[config.mk]
export PLATFORM = sky130hd
export DESIGN_NAME = spi_controller
export DESIGN_NICKNAME = d
export VERILOG_FILES = /design/src/rtl/spi_pkg.sv /design/src/rtl/spi_clk_gen.sv /design/src/rtl/spi_controller.sv
export SDC_FILE = /design/constraint.sdc
export NUM_CORES = 1
export LEC_CHECK = 0
export ABC_AREA = 1
export BUFFER_PORTS_ARGS = -buffer_cell sky130_fd_sc_hd__buf_2
export CORE_ASPECT_RATIO = 1.2
export CORE_MARGIN = 2
export CORE_UTILIZATION = 57
export DETAILED_ROUTE_END_ITERATION = 8
export GPL_ROUTABILITY_DRIVEN = 0
export MAX_ROUTING_LAYER = met4
export PLACE_DENSITY = 0.87
export REMOVE_ABC_BUFFERS = 1
export SLEW_MARGIN = 15
export SYNTH_ARGS = -nofsm -noshare
export SYNTH_HDL_FRONTEND = slang
export SYNTH_SLANG_ARGS = --single-unit
[constraint.sdc]
create_clock -name clk -period 1.76 [get_ports clk]
set_input_delay 0.352 -clock clk [delete_from_list [all_inputs] [get_ports clk]]
set_output_delay 0.352 -clock clk [all_outputs]
set_load 0.02 [all_outputs]
[src/rtl/spi_pkg.sv]
// spi_pkg: shared frame layout, read/write encodings, default address limit and FSM states
package spi_pkg;
    localparam int FRAME_W  = 16;
    localparam int RW_BIT   = 15;
    localparam int ADDR_MSB = 14;
    localparam int ADDR_LSB = 8;
    localparam int DATA_MSB = 7;

    localparam logic RW_WRITE = 1'b1;
    localparam logic RW_READ  = 1'b0;

    localparam logic [ADDR_MSB-ADDR_LSB:0] MAX_ADDR_DEFAULT = 7'h04;

    typedef enum logic [2:0] {IDLE, SETUP, SHIFT, HOLD, GAP, ERR} state_t;
endpackage

[src/rtl/spi_clk_gen.sv]
// spi_clk_gen: half-period counter producing one-clock SCLK edge strobes
// Ports: clk, rst_n (async, active-low); en runs the counter (cleared while low);
//        level is the current sclk value; rise_tick/fall_tick pulse on the last
//        clock of a half-period, telling which edge the controller takes next.
module spi_clk_gen #(
    parameter int CLK_DIV = 8
) (
    input  logic clk,
    input  logic rst_n,
    input  logic en,
    input  logic level,
    output logic rise_tick,
    output logic fall_tick
);
    localparam int W = $clog2(CLK_DIV + 1);

    logic [W-1:0] cnt;
    logic         tick;

    assign tick      = en && cnt == W'(CLK_DIV - 1);
    assign rise_tick = tick && !level;
    assign fall_tick = tick && level;

    always_ff @(posedge clk or negedge rst_n)
        if (!rst_n) cnt <= '0;
        else        cnt <= (!en || tick) ? '0 : cnt + W'(1);
endmodule

[src/rtl/spi_controller.sv]
// spi_controller: register-access SPI mode-0 controller with 16-bit {rw, addr, data} frames
// Ports: clk, rst_n (async, active-low); host side req_valid/req_ready/req_rw/req_addr/req_data;
//        SPI side sclk/copi/ncs outputs and cipo input; rd_data holds the last read byte;
//        done pulses when a frame completes; err pulses on a rejected request.
// Build option: SPI_CTRL_ADDR_CHECK_EN rejects requests with req_addr > MAX_ADDR.
module spi_controller
    import spi_pkg::*;
#(
    parameter int         CLK_DIV  = 8,
    parameter int         CS_GAP   = 4,
    parameter logic [6:0] MAX_ADDR = MAX_ADDR_DEFAULT
) (
    input  logic       clk,
    input  logic       rst_n,
    input  logic       req_valid,
    output logic       req_ready,
    input  logic       req_rw,
    input  logic [6:0] req_addr,
    input  logic [7:0] req_data,
    output logic       sclk,
    output logic       copi,
    output logic       ncs,
    input  logic       cipo,
    output logic [7:0] rd_data,
    output logic       done,
    output logic       err
);
    state_t               state, state_n;
    logic                 sclk_n, copi_n, ncs_n, done_n, rw, rw_n;
    logic [FRAME_W-1:0]   frame, shreg, shreg_n;
    logic [DATA_MSB:0]    rx, rx_n, rd_n;
    logic [4:0]           bit_cnt, bit_n;
    logic [7:0]           gap_cnt, gap_n;
    logic                 en, rise_tick, fall_tick, bad_addr;

    assign req_ready = state == IDLE;
    assign en        = state == SETUP || state == SHIFT || state == HOLD;
    assign frame     = {req_rw, req_addr, req_data};

    spi_clk_gen #(.CLK_DIV(CLK_DIV)) u_clk_gen (
        .clk       (clk),
        .rst_n     (rst_n),
        .en        (en),
        .level     (sclk),
        .rise_tick (rise_tick),
        .fall_tick (fall_tick)
    );

`ifdef SPI_CTRL_ADDR_CHECK_EN
    assign bad_addr = req_addr > MAX_ADDR;
    always_ff @(posedge clk or negedge rst_n)
        if (!rst_n) err <= 1'b0;
        else        err <= req_valid && req_ready && bad_addr;
`else
    assign bad_addr = 1'b0;
    assign err      = 1'b0;
`endif

    // bit_cnt counts rising edges (0..16); SETUP and HOLD see sclk low, so their
    // end-of-period strobe arrives as rise_tick.
    always_comb begin
        state_n = state;
        sclk_n  = sclk;
        copi_n  = copi;
        ncs_n   = ncs;
        done_n  = 1'b0;
        rw_n    = rw;
        shreg_n = shreg;
        rx_n    = rx;
        rd_n    = rd_data;
        bit_n   = bit_cnt;
        gap_n   = gap_cnt;
        case (state)
            IDLE: if (req_valid) begin
                if (bad_addr) state_n = ERR;
                else begin
                    state_n = SETUP;
                    ncs_n   = 1'b0;
                    sclk_n  = 1'b0;
                    copi_n  = frame[RW_BIT];
                    shreg_n = frame;
                    rw_n    = req_rw;
                    rx_n    = '0;
                    bit_n   = '0;
                end
            end
            SETUP: if (rise_tick) state_n = SHIFT;
            SHIFT: if (rise_tick) begin
                sclk_n = 1'b1;
                bit_n  = bit_cnt + 5'd1;
                if (bit_cnt >= 5'd8) rx_n = {rx[DATA_MSB-1:0], cipo};
            end else if (fall_tick) begin
                sclk_n  = 1'b0;
                shreg_n = {shreg[FRAME_W-2:0], 1'b0};
                copi_n  = shreg[FRAME_W-2];
                if (bit_cnt == 5'd16) state_n = HOLD;
            end
            HOLD: if (rise_tick) begin
                state_n = GAP;
                ncs_n   = 1'b1;
                copi_n  = 1'b0;
                done_n  = 1'b1;
                gap_n   = '0;
                if (rw == RW_READ) rd_n = rx;
            end
            GAP: if (gap_cnt == 8'(CS_GAP - 1)) state_n = IDLE;
                 else gap_n = gap_cnt + 8'd1;
            default: state_n = IDLE;
        endcase
    end

    always_ff @(posedge clk or negedge rst_n) begin
        if (!rst_n) begin
            state   <= IDLE;
            sclk    <= 1'b0;
            copi    <= 1'b0;
            ncs     <= 1'b1;
            done    <= 1'b0;
            rw      <= RW_WRITE;
            shreg   <= '0;
            rx      <= '0;
            rd_data <= '0;
            bit_cnt <= '0;
            gap_cnt <= '0;
        end else begin
            state   <= state_n;
            sclk    <= sclk_n;
            copi    <= copi_n;
            ncs     <= ncs_n;
            done    <= done_n;
            rw      <= rw_n;
            shreg   <= shreg_n;
            rx      <= rx_n;
            rd_data <= rd_n;
            bit_cnt <= bit_n;
            gap_cnt <= gap_n;
        end
    end
endmodule

==> results of run 1 <==
[Yosys cell counts (3+ instances only)]
cell,number,area [um2]
nor2_1,19,71.32
a21oi_1,7,35.03
ha_1,4,50.05
buf_6,3,33.78
dfrtp_1,54,1351
inv_1,43,161.4
o22ai_1,7,43.79
nand3_1,20,100.1
nand4_1,3,18.77
inv_2,3,11.26
o21ai_0,26,130.1
o21ai_1,16,80.08
nand2_4,4,45.04
o21ai_2,9,78.83
nand2_2,7,43.79
nand2_1,82,307.8
[cell type report]
type,count,share of cell area [%]
clock buffers,5,2.180
clock inverters,3,0.7927
inverters,48,6.025
repair buffers,41,7.689
multi-input cells,219,36.54
flip-flops and latches,56,44.47
well taps,58,2.299
[repair_timing]
action,in CTS,in global routing
buffers inserted,0,3
resized for setup,0,6
endpoints found under the setup margin,0,23
hold endpoints to repair,9,0
hold buffers,1,0
[report_power, final]
part	internal [W]	total (W)	switching [W]	leakage (nW)
Sequential	0.00157	0.00170	0.000131	0.743
Combinational	0.000526	0.00153	0.00100	0.828
Clock	0.000291	0.000735	0.000444	0.0452
[critical path: stages (launching register included)]
cell and delay (ps):
dfrtp_1 440, inv_2 90, nand2_2 60, nor2_2 200, buf_2 210
[per-stage QoR]
step	hold WS (ps)	cell area [um2]	utilization [%]	instances
final	272.4	3157	67.71	430
after global routing	286.9	3157	67.71	430
after CTS	268.7	3115	66.83	427
after detailed placement	261.4	3012	64.60	418
after global placement	259.1	3012	64.60	418
after floorplan	56.41	2729	-	323
[flip-flops by register name, summed over array words and instances (netlist names)]
signal	count
shreg	15
gap_cnt	8
rd_data	8
rx	8
bit_cnt	5
u_clk_gen.cnt	4
state	3
copi	1
done	1
ncs	1
rw	1
sclk	1
[layer usage]
metal / track usage [%] / routed length [um] / vias up
li1: - / - / 1132
met3: 4.902 / 180 / 10
met5: - / 0 / -
met4: 9.800 / 120 / 0
met2: 37.35 / 2651 / 46
met1: 25.95 / 2233 / 1035
[kinds of logic (layout without fill, tap and decap cells)]
group,Yosys count,count (layout)
simple gates,144,144
compound gates,68,68
flops,56,56
buf+inv,55,97
fa+ha+maj,4,4
xor+xnor,2,2
other cells,1,1
[worst paths after layout]
path                       slack [ps]  depth (start not counted)    endpoint
hold / removal                    270                          3       rx[0]
setup reg to reg                  140                          8    shreg[7]
min in group asynchronous         440                          2  rd_data[2]
setup / recovery                   90                          4   req_ready
max in group asynchronous         790                          3         ncs
hold reg to reg                   470                          2         ncs
==> impl_results.md, run 1 <==
- Status: completed
- Main combinational cell family by area after synthesis: simple AND/OR/NAND/NOR gates
- Synth Area in Adders: 1.795%
- Register Area: between 1000 and 1500 um2
- DRT Wirelength: 5185 um
- Post-Synthesis Cells: 330
- Number of synthesized flops with an enable pin: 0
- TritonCTS clock tree: built
- Critical path launch point: state[0]
- Synthesis-to-layout area growth: 13.24%
- Via count: approximately 2.2k
- Max H-tree Level: 2
- CTS root buf: clkbuf_8
- Clk buf depth: 2
- Data arrival, critical path: 1320 ps
- Core area: around 4700 um2
- Worst r2r src: state[2]
- CP Launch Type: register
- Syn_area_per_cell: 8.447 um2
- Multi-input gate area: 1154 um2
- Fmax: 599.2 MHz
- Simple-gate area share of the yosys netlist: 23.65%
- Layout Skew: ~8 ps
- DR pass1 iterations: 4
- Mapped Area: about 2800 um2
- Vias in the first global route: 2,141
- IO buf count: 32
- Slew Limit Fails: 0
- CP Capture Type: output port
- Total power: 0.003969 W
- Rows: 27
- Largest net degree at the start of global routing: 28
- Most common cell after layout, fill and taps aside: nand2_1
- Complex-gate fraction of the synthesized area: 14.59%
- CP Class: register to output port
- Nets: roughly 400
- Die area: 5469 um2
- Worst hold path class: primary input to register
- RSZ-0062 raised after global routing: yes
- Seq/Total Area, Yosys: 50.36%
- FF+latch count, synth: 56
- Residual DRC: 0
- Max cap viols: 0
- Main synth FF type: dfrtp_1
- Leak pwr: around 1.6 nW
- Pre-CTS WS: approximately 130 ps
- FILL cells: 368
- Async SR Flop Fraction: 100.0%
- I/O Pins: 34
- Die H: 80.61 um
- Antenna violations before repair: 0
- Initial detailed-routing violation count: 111
- Max VDD drop: 0.8317 mV
- Num CTS Buffers: 5
- Clk pin slew, worst setup/hold paths: 110 ps
- # setup viols final: 0
- # diodes: 0
- Final-report hold violation count: 0
- Post-synthesis xor/xnor area fraction: 0.6284%
- Commonest cells after routing, fill and taps aside: nand2_1, dfrtp_1, inv_1
- WP data required: 1410 ps
- Global-route wire length before repair: roughly 9000 um
- Wirelength per Cell: 12.06 um
- Ys Warns: 0
- Mux contribution to synthesized area: 0%
- Tot GR Track Use: 22.49%
- Clock latency on the worst-skew pair: approximately 320 ps
- Yosys cell types: 32
- Crit path time final: 1669 ps
- Min-delay src: cipo
- Share of cells above drive strength 1: 22.85%
- Vias/cell: 5.170
- Total power divided by cell area: between 1000 and 1500 nW/um2
- Final worst path period share: between 90% and 100%
- Final worst slack: between 90 and 100 ps
- Detail Placement HPWL: 3801 um
- Clk sinks: 56
- Antenna Nets Post-Route: 0
- Total Neg Setup Slack: 0 ps
- Initial Utilization: 59.80%
- CP Max Fanout: 3
- GRT overflow: 0
- Die width: 67.84 um
Power figures use the tool's default switching activity.
==> run 2: changes to the inputs <==
--- a/config.mk
+++ b/config.mk
@@ -13,9 +13,10 @@
 export DETAILED_ROUTE_END_ITERATION = 8
 export GPL_ROUTABILITY_DRIVEN = 0
 export MAX_ROUTING_LAYER = met4
-export PLACE_DENSITY = 0.87
+export PLACE_DENSITY = 0.88
 export REMOVE_ABC_BUFFERS = 1
 export SLEW_MARGIN = 15
 export SYNTH_ARGS = -nofsm -noshare
 export SYNTH_HDL_FRONTEND = slang
+export SYNTH_HIERARCHICAL = 1
 export SYNTH_SLANG_ARGS = --single-unit
==> constraint.sdc (replaced) <==
create_clock -name clk -period 1.76 [get_ports clk]
set_input_delay 0.352 -clock clk [delete_from_list [all_inputs] [get_ports clk]]
set_output_delay 0.352 -clock clk [all_outputs]
set_load 0.1 [all_outputs]
==> run 2 against run 1 <==
  * The run now ends with negative setup slack left
  * Total power is 6.6% higher
  * Sequential cell count stayed put
  * Fmax is 6.6% lower
  * Routed wire length is 12% higher
  * Critical path depth is 6 higher
  * Setup slack worse by 120 ps
  * Largest cell class unchanged
==> impl_results.md, run 2 <==
- Clk buf depth: 2
- Vias in the first global route: 2,225
- Worst r2r src: u_clk_gen/cnt[1]
- Fmax: about 560 MHz
- CP Max Fanout: 7
- Ranking of synthesized cells by area: dfrtp_1, nand2_1, o21ai_0
- Seq/Total Area, Yosys: 51.33%
- Number of flip-flops in the largest register: 15
- Failing checks: negative setup slack
- CP Class: register to register
- Rows: 27
- FF+latch count, synth: 56
- Worst-case reg-to-reg path depth: 10
- DR pass1 iterations: 4
- Antenna violations before repair: 0
- CP Capture Type: register
- I/O Pins: 34
- Biggest register: shreg
- Leak pwr: 1.679 nW
- Async SR Flop Fraction: between 90% and 100%
- Worst hold path stage count: 3
- Min-delay src: cipo
- CTS root buf: clkbuf_8
- Most common cell after layout, fill and taps aside: nand2_1
- Die H: roughly 80 um
- Core area: 4594 um2
- Number of synthesized flops with an enable pin: 0
- Crit path time final: roughly 1800 ps
- Main synth FF type: dfrtp_1
- Max VDD drop: between 1 and 1.5 mV
- IO buf count: 32
- Initial detailed-routing violation count: ~110
- Slew Limit Fails: 0
- Hold WS: 278.0 ps
- Num CTS Buffers: 5
- Core Util, Final: 72.36%
- Status: finished, violations left
- Die area: 5371 um2
- Wirelength per Cell: 13.16 um
- Total power: 0.004230 W
- Layout Skew: ~7.0 ps
- Data arrival, critical path: 2030 ps
- Total power divided by cell area: 1272 nW/um2
- Critical path launch point: u_clk_gen/cnt[1]
- Synthesis-to-layout area growth: 21.55%
- Die width: 67.24 um
- TritonCTS clock tree: built
- # diodes: 0
- Via count: 2,318
- Mapped Area: about 2700 um2
- Clock latency on the worst-skew pair: 320 ps
- Area leader, netlist: dfrtp_1
- Clk pin slew, worst setup/hold paths: 100 ps
- CP Launch Type: register
- Yosys cell types: 29
- Antenna Nets Post-Route: 0
- Ys Warns: 6
- Nets: just over 400
- Largest net degree at the start of global routing: 31
- WP data required: roughly 2000 ps
- Detail Placement HPWL: 3826 um
- Syn_area_per_cell: 8.214 um2
- GRT overflow: 0
- Tot GR Track Use: roughly 23%
- Worst hold path class: primary input to register
- Final worst slack: -27.08 ps
- Initial Utilization: 59.53%
- Final-report hold violation count: 0
- Share of cells above drive strength 1: 26.89%
- Clk sinks: 56
- Commonest cells after routing, fill and taps aside: nand2_1, dfrtp_1, inv_1
- RSZ-0062 raised after global routing: yes
- DRT Wirelength: 5802 um
- Post-Synthesis Cells: 333
- Max H-tree Level: 2
- Max cap viols: 0
- Share of the synthesized area in the top cell type: 49.41%
- Vias/cell: 5.256
- Final worst path period share: 101.5%
- Count leader, synth: nand2_1
- Total Neg Setup Slack: -39.83 ps
- Residual DRC: 0
- Most frequent cells after synthesis: nand2_1, dfrtp_1, inv_1
- Global-route wire length before repair: 9259 um
- # setup viols final: 3
==> run 2: cell count changes in the layout (fill, tap and decap cells not counted), sizes merged, moves of 2 or more <==
cell,previous run,this run
buf,40,49
nor2,22,29
a21oi,7,2
nand3,22,17
o21ai,51,56
nand2,93,89
clkbuf,5,8
nor3,2,4
o22ai,7,9
or2,0,2
==> run 2: path summary, 6_finish.rpt <==
check	slack [ps]	to
worst max-delay path	-30	shreg[10]
worst min-delay path	280	rx[0]
worst max register to register	-30	shreg[10]
worst min register to register	490	rd_data[2]
max in group asynchronous	700	shreg[3]
min in group asynchronous	510	rd_data[1]
==> run 2: critical path, stage by stage, from the launching register on <==
cell	delay (ps)
dfrtp_1	390
ha_2	190
nand2_2	60
inv_2	80
nand3_4	100
nor2_4	170
nand2_2	90
o21ai_4	240
clkbuf_16	210
nand2_2	50
o21ai_1	110
==> run 2: report_power, final <==
group	switching (W)	internal, W
registers	0.000132	0.00156
clock network	0.000434	0.000319
logic	0.00113	0.000658
total	0.00170	0.00253
==> run 2: layout make-up <==
class,instances,area (um2)
fillers,350,1270
repair buffers,52,411.6
multi-input cells,218,1155
well taps,58,72.57
inverters,49,183.9
clock buffers,6,82.58
flip-flops and latches,56,1404
clock inverters,2,15.01
==> run 2: through the flow <==
step / setup WS [ps] / std cells / cell area, um2
6_report: -27.08 / 441 / 3324
5_1_grt: -130.6 / 441 / 3324
2_1_floorplan: -922.9 / 323 / 2660
3_5_place_dp: 14.75 / 428 / 3058
4_1_cts: 7.470 / 437 / 3172
3_3_place_gp: 114.0 / 428 / 3058
==> run 2: timing repair <==
| action | in CTS | in global routing |
|---|---|---|
| endpoints found under the setup margin | 1 | 40 |
| cloned | 0 | 2 |
| pin swaps | 0 | 8 |
| hold endpoints to repair | 17 | 0 |
| gates resized for setup | 1 | 32 |
| hold buffers | 1 | 0 |
| buffers inserted | 0 | 2 |
==> run 2: logic make-up (layout without fill, tap and decap cells) <==
group,after synthesis,count (layout),synth area share [%]
adders and majority gates,4,4,1.830
AOI/OAI and AO/OA,68,68,14.50
and+or+nand+nor,144,144,22.42
DFF,56,56,51.33
buffers and inverters,59,109,9.469
xor gates and xnor gates,1,1,0.3203
other,1,1,0.1371
==> run 2: per-layer routing <==
layer | part of all wire [%] | track usage [%]
met5 | 0 | -
met2 | 52 | 38.51
met4 | 1.8 | 7.347
met3 | 3.8 | 4.372
met1 | 43 | 27.84
==> run 3: changes to the inputs <==
--- a/config.mk
+++ b/config.mk
@@ -7,7 +7,7 @@
 export LEC_CHECK = 0
 export ABC_AREA = 1
 export BUFFER_PORTS_ARGS = -buffer_cell sky130_fd_sc_hd__buf_2
-export CORE_ASPECT_RATIO = 1.2
+export CORE_ASPECT_RATIO = 1.1
 export CORE_MARGIN = 2
 export CORE_UTILIZATION = 57
 export DETAILED_ROUTE_END_ITERATION = 8
==> constraint.sdc (replaced) <==
create_clock -name clk -period 1.93 [get_ports clk]
set_input_delay 0.386 -clock clk [delete_from_list [all_inputs] [get_ports clk]]
set_output_delay 0.386 -clock clk [all_outputs]
set_load 0.1 [all_outputs]
==> run 3 against run 2 <==
  * The flow now finishes without violations
  * Sequential power decreased by 9%
  * Clock skew decreased by 1.4 ps
  * Critical path type is now register to output port
  * Cell count decreased by 2.7%
  * Via count decreased by 4.0%
==> impl_results.md, run 3 (synthesis results as in run 2) <==
- CP Launch Type: register
- Final instance area: between 3000 and 4000 um2
- # setup viols final: 0
- Num CTS Buffers: 5
- TritonCTS clock tree: built
- Vias/cell: 5.186
- Core Util, Final: 67.82%
- CP Max Fanout: 5
- Worst hold path class: primary input to async pin
- Rows: 26
- Die area: 5369 um2
- Crit path time final: roughly 1800 ps
- Max H-tree Level: 2
- Residual DRC: 0
- Clk pin slew, worst setup/hold paths: 100 ps
- Status: completed
- Leak pwr: roughly 1.6 nW
- Hold WS: 21.50 ps
- CP Capture Type: output port
- Tot GR Track Use: 21.32%
- Clk sinks: 56
- I/O Pins: 34
- Max VDD drop: 1.013 mV
- Antenna Nets Post-Route: 0
- Initial Utilization: between 50% and 60%
- Share of cells above drive strength 1: 22.25%
- Max cap viols: 0
- Number of flip-flops in the largest register: 15
- Core area: 4619 um2
- Final worst path period share: 93.51%
- Placement Cell Area: 2978 um2
- DRT Wirelength: 5193 um
- Clk buf depth: 2
- Slew Limit Fails: 0
- Layout Skew: about 5.6 ps
- CP Class: register to output port
- Final-report hold violation count: 0
- Fmax: 554.1 MHz
- Die H: 76.65 um
- Total power divided by cell area: 1194 nW/um2
- Commonest cells after routing, fill and taps aside: nand2_1, dfrtp_1, inv_1
- Global-route wire length before repair: 9080 um
- Initial detailed-routing violation count: 170
- Largest net degree at the start of global routing: 32
- CP top delay family: buffers and inverters
- Cell mode on critical path: buf_4
- Synthesis-to-layout area growth: 14.55%
- Clock latency on the worst-skew pair: 310 ps
- Cells along the critical path: buf_4 -> nor3_2 -> buf_4
- Most common cell after layout, fill and taps aside: nand2_1
- Critical Path Max Stage Delay: 400 ps
- Biggest register: shreg
- GRT overflow: 0
- Data arrival, critical path: between 1000 and 1500 ps
- Detail Placement HPWL: 3812 um
- DR pass1 iterations: 4
- Critical-path top delay cell: dfrtp_1
- Antenna violations before repair: 0
- Via count: 2,225
- IO buf count: 32
- Die width: 70.05 um
- Vias in the first global route: 2,155
- Nets: 396
- # diodes: 0
- Wirelength per Cell: between 10 and 15 um
- Critical path buffer and inverter count: 2
- CTS root buf: clkbuf_8
- WP data required: 1540 ps
==> run 3: cell types whose count changed in the layout (fill, tap and decap cells not counted), sizes merged <==
cell,change
inv,+1
bufinv,+2
dlygate4sd3,-1
clkbuf,-3
buf,-7
clkinvlp,-2
==> run 3: path summary, 6_finish.rpt <==
check | slack, ps | cells past startpoint | endpoint | startpoint
setup / recovery | 130 | 3 | req_ready | state[2]
hold / removal | 20 | 1 | rd_data[2] | rst_n
setup reg to reg | 180 | 11 | shreg[2] | u_clk_gen/cnt[0]
hold reg to reg | 480 | 2 | ncs | ncs
max in group asynchronous | 1240 | 2 | rw | rst_n
min in group clk | 310 | 3 | shreg[0] | req_data[0]
==> run 3: layer usage <==
metal / up-vias / part of all wire [%] / global-route usage (%)
met3: 5 / 3.9 / 4.468
met2: 49 / 53 / 36.95
met1: 1043 / 42 / 25.44
li1: 1128 / - / -
met5: - / 0 / -
met4: 0 / 1.0 / 5.385
==> run 3: timing repair <==
action                                  in CTS  in global routing
buffers inserted                             0                  0
pin swaps                                    0                  0
gates resized for setup                      1                  7
endpoints found under the setup margin       1                 15
hold buffers                                 0                  0
cloned                                       0                  0
==> run 3: final cells by class <==
| class | count | area [um2] |
|---|---|---|
| clock buffers | 5 | 68.82 |
| clock inverters | 3 | 68.82 |
| multi-input cells | 218 | 1087 |
| repair buffers | 42 | 250.2 |
| inverters | 49 | 183.9 |
| flip-flops and latches | 56 | 1404 |
| well taps | 56 | 70.07 |
| fillers | 383 | 1486 |
==> run 3: power breakdown <==
part | switching, W | internal [W] | leakage (nW)
clock network | 0.000389 | 0.000522 | 0.0687
logic | 0.000908 | 0.000396 | 0.800
registers | 0.000110 | 0.00142 | 0.744
==> run 3: through the flow <==
step	power [W]	instances	setup TNS (ps)	worst slack, ps
after global placement	0.002760	421	0	102.6
after floorplan	0.002462	323	-20430	-752.9
after detailed placement	0.002824	421	0	36.34
after global routing	0.003996	429	-9.555	-8.830
final	0.003741	429	0	125.3
after CTS	0.003752	429	0	16.45
